## src/rtl/jtag_uart_echo.sv

```systemverilog
// jtag_uart_echo: Avalon-MM master for the JTAG UART slave port.
//   Polls the UART data register, buffers received characters in a local
//   FIFO and writes them back unchanged, upper-cased, or replaced by a
//   counting pattern. Mode 3 only drains the UART and transmits nothing.
//
// Bus handshake: a command is the cycle range where exactly one strobe is
// low. Address, strobe and writedata stay constant while av_waitrequest=1.
// The command completes on the first edge where av_waitrequest=0, and
// readdata is sampled on that edge. Strobes always go high for at least one
// cycle (GAP or IDLE) before the next command.
//
// Ports:
//   clk, reset        clock, synchronous active-high reset
//   enable            allows new poll rounds to start
//   mode[1:0]         0 echo, 1 upper-case echo, 2 pattern, 3 receive-only
//   av_*              Avalon-MM master towards jtag_uart
//   rx_count/tx_count saturating character counters
//   fifo_level        FIFO occupancy
//   timeout_err       sticky, a command stalled for TIMEOUT cycles
//   state_dbg         current FSM state (debug)
module jtag_uart_echo #(
    parameter int DEPTH       = 16,
    parameter int POLL_CYCLES = 1024,
    parameter int TIMEOUT     = 4095,
    parameter int CNT_W       = 16
) (
    input  logic                     clk,
    input  logic                     reset,
    input  logic                     enable,
    input  logic [1:0]               mode,
    output logic                     av_address,
    output logic                     av_read_n,
    output logic                     av_write_n,
    output logic [31:0]              av_writedata,
    input  logic [31:0]              av_readdata,
    input  logic                     av_waitrequest,
    output logic [CNT_W-1:0]         rx_count,
    output logic [CNT_W-1:0]         tx_count,
    output logic [$clog2(DEPTH):0]   fifo_level,
    output logic                     timeout_err,
    output logic [2:0]               state_dbg
);
    localparam int AW = $clog2(DEPTH);
    localparam int PW = $clog2(POLL_CYCLES + 1);
    localparam int TW = $clog2(TIMEOUT + 1);

    typedef enum logic [2:0] {
        S_IDLE    = 3'd0,
        S_RD_DATA = 3'd1,
        S_RD_CTRL = 3'd2,
        S_WR_DATA = 3'd3,
        S_GAP     = 3'd4
    } state_t;

    state_t           r_state, w_next;
    state_t           r_after, w_after_next;  // command to issue after GAP
    logic [1:0]       r_mode;
    logic [PW-1:0]    r_poll;
    logic [TW-1:0]    r_stall;
    logic [15:0]      r_wspace;
    logic [7:0]       r_pattern;
    logic [7:0]       r_mem [DEPTH];
    logic [AW-1:0]    r_wr_ptr, r_rd_ptr;
    logic [AW:0]      r_level;
    logic [CNT_W-1:0] r_rx_count, r_tx_count;
    logic             r_timeout_err;

    logic             w_cmd, w_done, w_abort, w_full, w_push, w_pop;
    logic             w_full_after, w_src_after;
    logic [7:0]       w_head, w_char;
    logic [AW:0]      w_lvl_after;
    logic             w_unused_rd_bits;

    assign w_unused_rd_bits = &{1'b0, av_readdata[14:8]};

    assign w_cmd   = (r_state == S_RD_DATA) || (r_state == S_RD_CTRL) || (r_state == S_WR_DATA);
    assign w_done  = w_cmd && !av_waitrequest;
    // Abort on the edge where the stall count would reach TIMEOUT.
    assign w_abort = w_cmd && av_waitrequest && (r_stall == TW'(TIMEOUT - 1));
    assign w_full  = (r_level == (AW+1)'(DEPTH));
    assign w_push  = (r_state == S_RD_DATA) && w_done && av_readdata[15];
    assign w_pop   = (r_state == S_WR_DATA) && w_done && (r_mode != 2'd2);

    assign w_lvl_after  = w_push ? r_level + (AW+1)'(1) : r_level;
    assign w_full_after = (w_lvl_after == (AW+1)'(DEPTH));
    // After a write completes, is there still something to send?
    assign w_src_after  = (r_mode == 2'd2) || (r_level > (AW+1)'(1));

    assign w_head = r_mem[r_rd_ptr];

    always_comb begin
        w_char = w_head;
        if (r_mode == 2'd2) begin
            w_char = r_pattern;
        end else if (r_mode == 2'd1 && w_head >= 8'h61 && w_head <= 8'h7A) begin
            w_char = w_head - 8'h20;
        end
    end

    always_comb begin
        w_next       = r_state;
        w_after_next = r_after;
        av_read_n    = 1'b1;
        av_write_n   = 1'b1;
        av_address   = 1'b0;
        av_writedata = 32'h0;
        case (r_state)
            S_IDLE: begin
                if (r_poll == '0) begin
                    if (enable && mode != 2'd2 && !w_full) begin
                        w_next = S_RD_DATA;
                    end else if (enable && mode != 2'd3) begin
                        w_next = S_RD_CTRL;
                    end
                end
            end
            S_RD_DATA: begin
                av_read_n = 1'b0;
                if (w_abort) begin
                    w_next = S_IDLE;
                end else if (w_done) begin
                    if (av_readdata[31:16] != 16'h0 && !w_full_after) begin
                        w_next       = S_GAP;
                        w_after_next = S_RD_DATA;
                    end else if (r_mode == 2'd3) begin
                        w_next = S_IDLE;
                    end else begin
                        w_next       = S_GAP;
                        w_after_next = S_RD_CTRL;
                    end
                end
            end
            S_RD_CTRL: begin
                av_read_n  = 1'b0;
                av_address = 1'b1;
                if (w_abort) begin
                    w_next = S_IDLE;
                end else if (w_done) begin
                    if (av_readdata[31:16] != 16'h0 && (r_mode == 2'd2 || r_level != '0)) begin
                        w_next       = S_GAP;
                        w_after_next = S_WR_DATA;
                    end else begin
                        w_next = S_IDLE;
                    end
                end
            end
            S_WR_DATA: begin
                av_write_n   = 1'b0;
                av_writedata = {24'h0, w_char};
                if (w_abort) begin
                    w_next = S_IDLE;
                end else if (w_done) begin
                    if (r_wspace != 16'd1 && w_src_after) begin
                        w_next       = S_GAP;
                        w_after_next = S_WR_DATA;
                    end else begin
                        w_next = S_IDLE;
                    end
                end
            end
            S_GAP: begin
                w_next = r_after;
            end
            default: begin
                w_next = S_IDLE;
            end
        endcase
    end

    always_ff @(posedge clk) begin
        if (reset) begin
            r_state       <= S_IDLE;
            r_after       <= S_IDLE;
            r_mode        <= 2'd0;
            r_poll        <= PW'(POLL_CYCLES);
            r_stall       <= '0;
            r_wspace      <= 16'h0;
            r_pattern     <= 8'h0;
            r_wr_ptr      <= '0;
            r_rd_ptr      <= '0;
            r_level       <= '0;
            r_rx_count    <= '0;
            r_tx_count    <= '0;
            r_timeout_err <= 1'b0;
        end else begin
            r_state <= w_next;
            r_after <= w_after_next;

            if (r_state == S_IDLE) begin
                if (r_poll == '0) begin
                    r_poll <= PW'(POLL_CYCLES);
                    r_mode <= mode;
                end else begin
                    r_poll <= r_poll - PW'(1);
                end
            end

            if (w_cmd && av_waitrequest && !w_abort) begin
                r_stall <= r_stall + TW'(1);
            end else begin
                r_stall <= '0;
            end

            if (w_abort) begin
                r_timeout_err <= 1'b1;
            end

            if (w_push) begin
                r_wr_ptr <= r_wr_ptr + AW'(1);
                r_level  <= r_level + (AW+1)'(1);
                if (r_rx_count != {CNT_W{1'b1}}) begin
                    r_rx_count <= r_rx_count + CNT_W'(1);
                end
            end

            if (w_pop) begin
                r_rd_ptr <= r_rd_ptr + AW'(1);
                r_level  <= r_level - (AW+1)'(1);
            end

            if (r_state == S_RD_CTRL && w_done) begin
                r_wspace <= av_readdata[31:16];
            end

            if (r_state == S_WR_DATA && w_done) begin
                r_wspace <= r_wspace - 16'd1;
                if (r_mode == 2'd2) begin
                    r_pattern <= r_pattern + 8'd1;
                end
                if (r_tx_count != {CNT_W{1'b1}}) begin
                    r_tx_count <= r_tx_count + CNT_W'(1);
                end
            end
        end
    end

    // Storage needs no reset: occupancy is tracked by the pointers/level.
    always_ff @(posedge clk) begin
        if (w_push) begin
            r_mem[r_wr_ptr] <= av_readdata[7:0];
        end
    end

    assign rx_count    = r_rx_count;
    assign tx_count    = r_tx_count;
    assign fifo_level  = r_level;
    assign timeout_err = r_timeout_err;
    assign state_dbg   = r_state;
endmodule

```

## config.mk

```make
export PLATFORM = sky130hd
export DESIGN_NAME = jtag_uart_echo
export DESIGN_NICKNAME = d
export VERILOG_FILES = /design/src/rtl/jtag_uart_echo.sv
export SDC_FILE = /design/constraint.sdc
export NUM_CORES = 1
export LEC_CHECK = 0
export ABC_CLOCK_PERIOD_IN_PS = 6400
export BUFFER_PORTS_ARGS = -buffer_cell sky130_fd_sc_hd__buf_2
export CAP_MARGIN = 15
export CORE_MARGIN = 2
export CORE_UTILIZATION = 45
export DETAILED_ROUTE_END_ITERATION = 7
export PLACE_DENSITY_LB_ADDON = 0.3
export SYNTH_ARGS = -nofsm -noshare
export SYNTH_HDL_FRONTEND = slang
export SYNTH_SLANG_ARGS = --single-unit
```

## constraint.sdc

```tcl
create_clock -name clk -period 6.4 [get_ports clk]
set_input_delay 0.64 -clock clk [delete_from_list [all_inputs] [get_ports clk]]
set_output_delay 0.64 -clock clk [all_outputs]
set_load 0.02 [all_outputs]
```

==> run summary <==
EDFF count, synth -> 128
Final Instance Area -> 11,800 um2
CP Cell Sequence -> buf_4, mux4_1, mux4_2, nor3b_2, nand3_1, or3_1, o22ai_2, buf_2
Layout Utilization -> 52.1%
post-synthesis sequential area ratio -> 56.9%
GPL Wtd Cong -> 0.786
CTS Sinks -> 232
FFs w/ async S/R, synth -> 0%
WS Path Type -> reg2out
row count -> 55
largest cells by area after synthesis -> edfxtp_1, dfxtp_1, mux4_2
Critical Path Slowest Stage Cell -> mux4_1
Diodes inserted -> 0
Fmax -> 225 MHz
Slew Limit Headroom -> 36.4%
worst setup margin -> 1.95 ns
Slew @ Worst Pin -> 0.951 ns
crit share post-route -> 69.5%
area post-placement -> 11,000 um2
CP arrival -> 3.81 ns
antenna violations before repair -> 0
Core Area -> 22,700 um2
Yosys reg bits -> 232
post-CTS sizing -> 0
Remaining DRCs -> 0
WL/cell -> 16.8 um
die area -> 24,400 um2
largest area contributor in the netlist -> edfxtp_1
setup bufs post-CTS -> 0
Final setup viols -> 0
cell family with most CP delay -> multiplexers
total number of vias -> 6,888
GRT Overall Usage -> 17.6%
Num CTS Buffers -> 26
TritonRoute pass-1 iters -> 5
Initial Util -> 45.9%
CP Max Fanout -> 23
largest net degree at the start of global routing -> 84
Clock Path Buffers -> 3
endpoints failing hold -> 0
crit end category -> output pin
worst-case clock skew -> 0.0229 ns
Pwr Density -> 298 nW/um2
total power -> 0.00353 W
first-pass GRT wire length -> 34.5 mm
status -> finished, final reports clean
pre-CTS worst setup slack -> 2.50 ns
Leak Pwr -> 4.17 nW
Die X-Extent -> 156 um
post-synthesis cell area -> 10,400 um2
Root Buffer -> clkbuf_16
peak supply drop -> 0.229 mV
# port buffers -> 82
post-synth cell types -> 66
fraction of layout cells with a size suffix above 1 -> 17.5%
prevailing post-synth register cell -> edfxtp_1
Die H -> 156 um
Slew Limit Fails -> 0
fin nets -> 1,022
vias per std cell -> 5.42
top cell type's share of synthesized area -> 36.9%
setup TNS -> 0 ns
post-route ant nets -> 0
Synth Instances -> 891
Synth Area per Inst -> 11.7 um2
Area Growth Syn to Fin -> 13.6%
Final min period -> 4.45 ns
yosys warns -> 0
hold_buf cts -> 0
worst path bufs/invs -> 2
max_cap viols -> 0
startpoint types -> flop
Worst Path Required -> 5.76 ns
slowest stage delay, CP -> 0.68 ns
IO Pins -> 114
clk slew on worst S/H paths -> 0.06 ns
type of the worst min-delay path -> in2reg
DR iter-0 viols -> 529
DP HPWL -> 13.9 mm
vias in the first global route -> 6,578
clock insertion delay at the later pin of the skew report -> 0.54 ns
CTS tree -> built
RSZ-0062 raised after global routing -> false
Total Wirelength -> 21.4 mm
H-tree Lvls -> 1
total global routing overflow -> 0
[synth_stat cells, drive strengths merged, types with 24 or more instances]
library cell	n
inv	24
nand2	72
edfxtp	128
buf	34
nand3	31
xor2	27
clkbuf	30
xnor2	34
dfxtp	104
nor2	125
a21oi	35
mux4	37
[logic make-up after synthesis]
group	Yosys count	synth area share [%]
other	1	0.0360
and+or+nand+nor	341	15.8
muxes	45	9.14
adders and majority gates	17	2.04
AOI/OAI and AO/OA	106	6.65
xor gates and xnor gates	61	5.13
DFF	232	56.9
buffers and inverters	88	4.31
[cell type report]
class	instances	area, um2
clock buffer	29	672
inverter	24	90.1
timing repair buffer	89	463
multi-input combinational	594	4130
tap	285	357
fill	1953	10900
clock inverter	17	200
sequential	232	5930
[cells in the final DEF, fill, tap and decap left out, types with 17 or more instances in the layout]
master and count:
a21oi_1 35, nor4_1 19, o21ai_0 19, buf_2 82, inv_1 24, xor2_1 27, ha_1 17, mux4_2 27
nand3_1 31, edfxtp_1 128, clkbuf_16 26, dfxtp_1 102, nor3_1 22, nor2_1 125, nand2_1 72, conb_1 24
xnor2_1 34
[worst reg2reg max path: cells and delay by family, from the launching register on]
family	cells	cell delay, ns
and+or+nand+nor	4	2.27
DFF	1	0.46
[sequential cells by signal, indices dropped and copies added, names as in the netlist, 5 cells and up, named ones only]
| register | cells |
|---|---|
| rx_count | 16 |
| r_stall | 12 |
| r_poll | 11 |
| r_wspace | 16 |
| r_mem | 128 |
| tx_count | 16 |
| fifo_level | 5 |
| r_pattern | 8 |
[stage by stage]
stage | instances | hold WS, ns
final | 1270 | 0.378
after global routing | 1270 | 0.373
after CTS | 1270 | 0.360
after detailed placement | 1224 | 0.451
after global placement | 1224 | 0.441
after floorplan | 914 | 0.430
[worst paths after layout]
| check | to | slack (ns) | cells past startpoint | from |
|---|---|---|---|---|
| min | r_mode[1] | 0.38 | 3 | mode[1] |
| min reg2reg | r_poll[0] | 0.46 | 2 | r_poll[0] |
| max reg2reg | r_mem[7][7] | 3.31 | 4 | state_dbg[1] |
| max | av_writedata[7] | 1.95 | 8 | flop |
[where the power goes]
group | leakage (nW) | internal (W) | switching (W)
Sequential | 1.99 | 0.00161 | 0.0000457
Clock | 0.434 | 0.000917 | 0.000595
Combinational | 1.75 | 0.000142 | 0.000215
[routing by layer]
metal  routed length (um)  vias up  GRT usage [%]
met5                    0        -              0
met4                  310        0           4.28
met3                 1120       23           3.11
met2                10100      165           29.2
met1                 9860     3329           24.3
li1                     -     3371              -
Note: power is estimated with default switching activity, not from simulation.
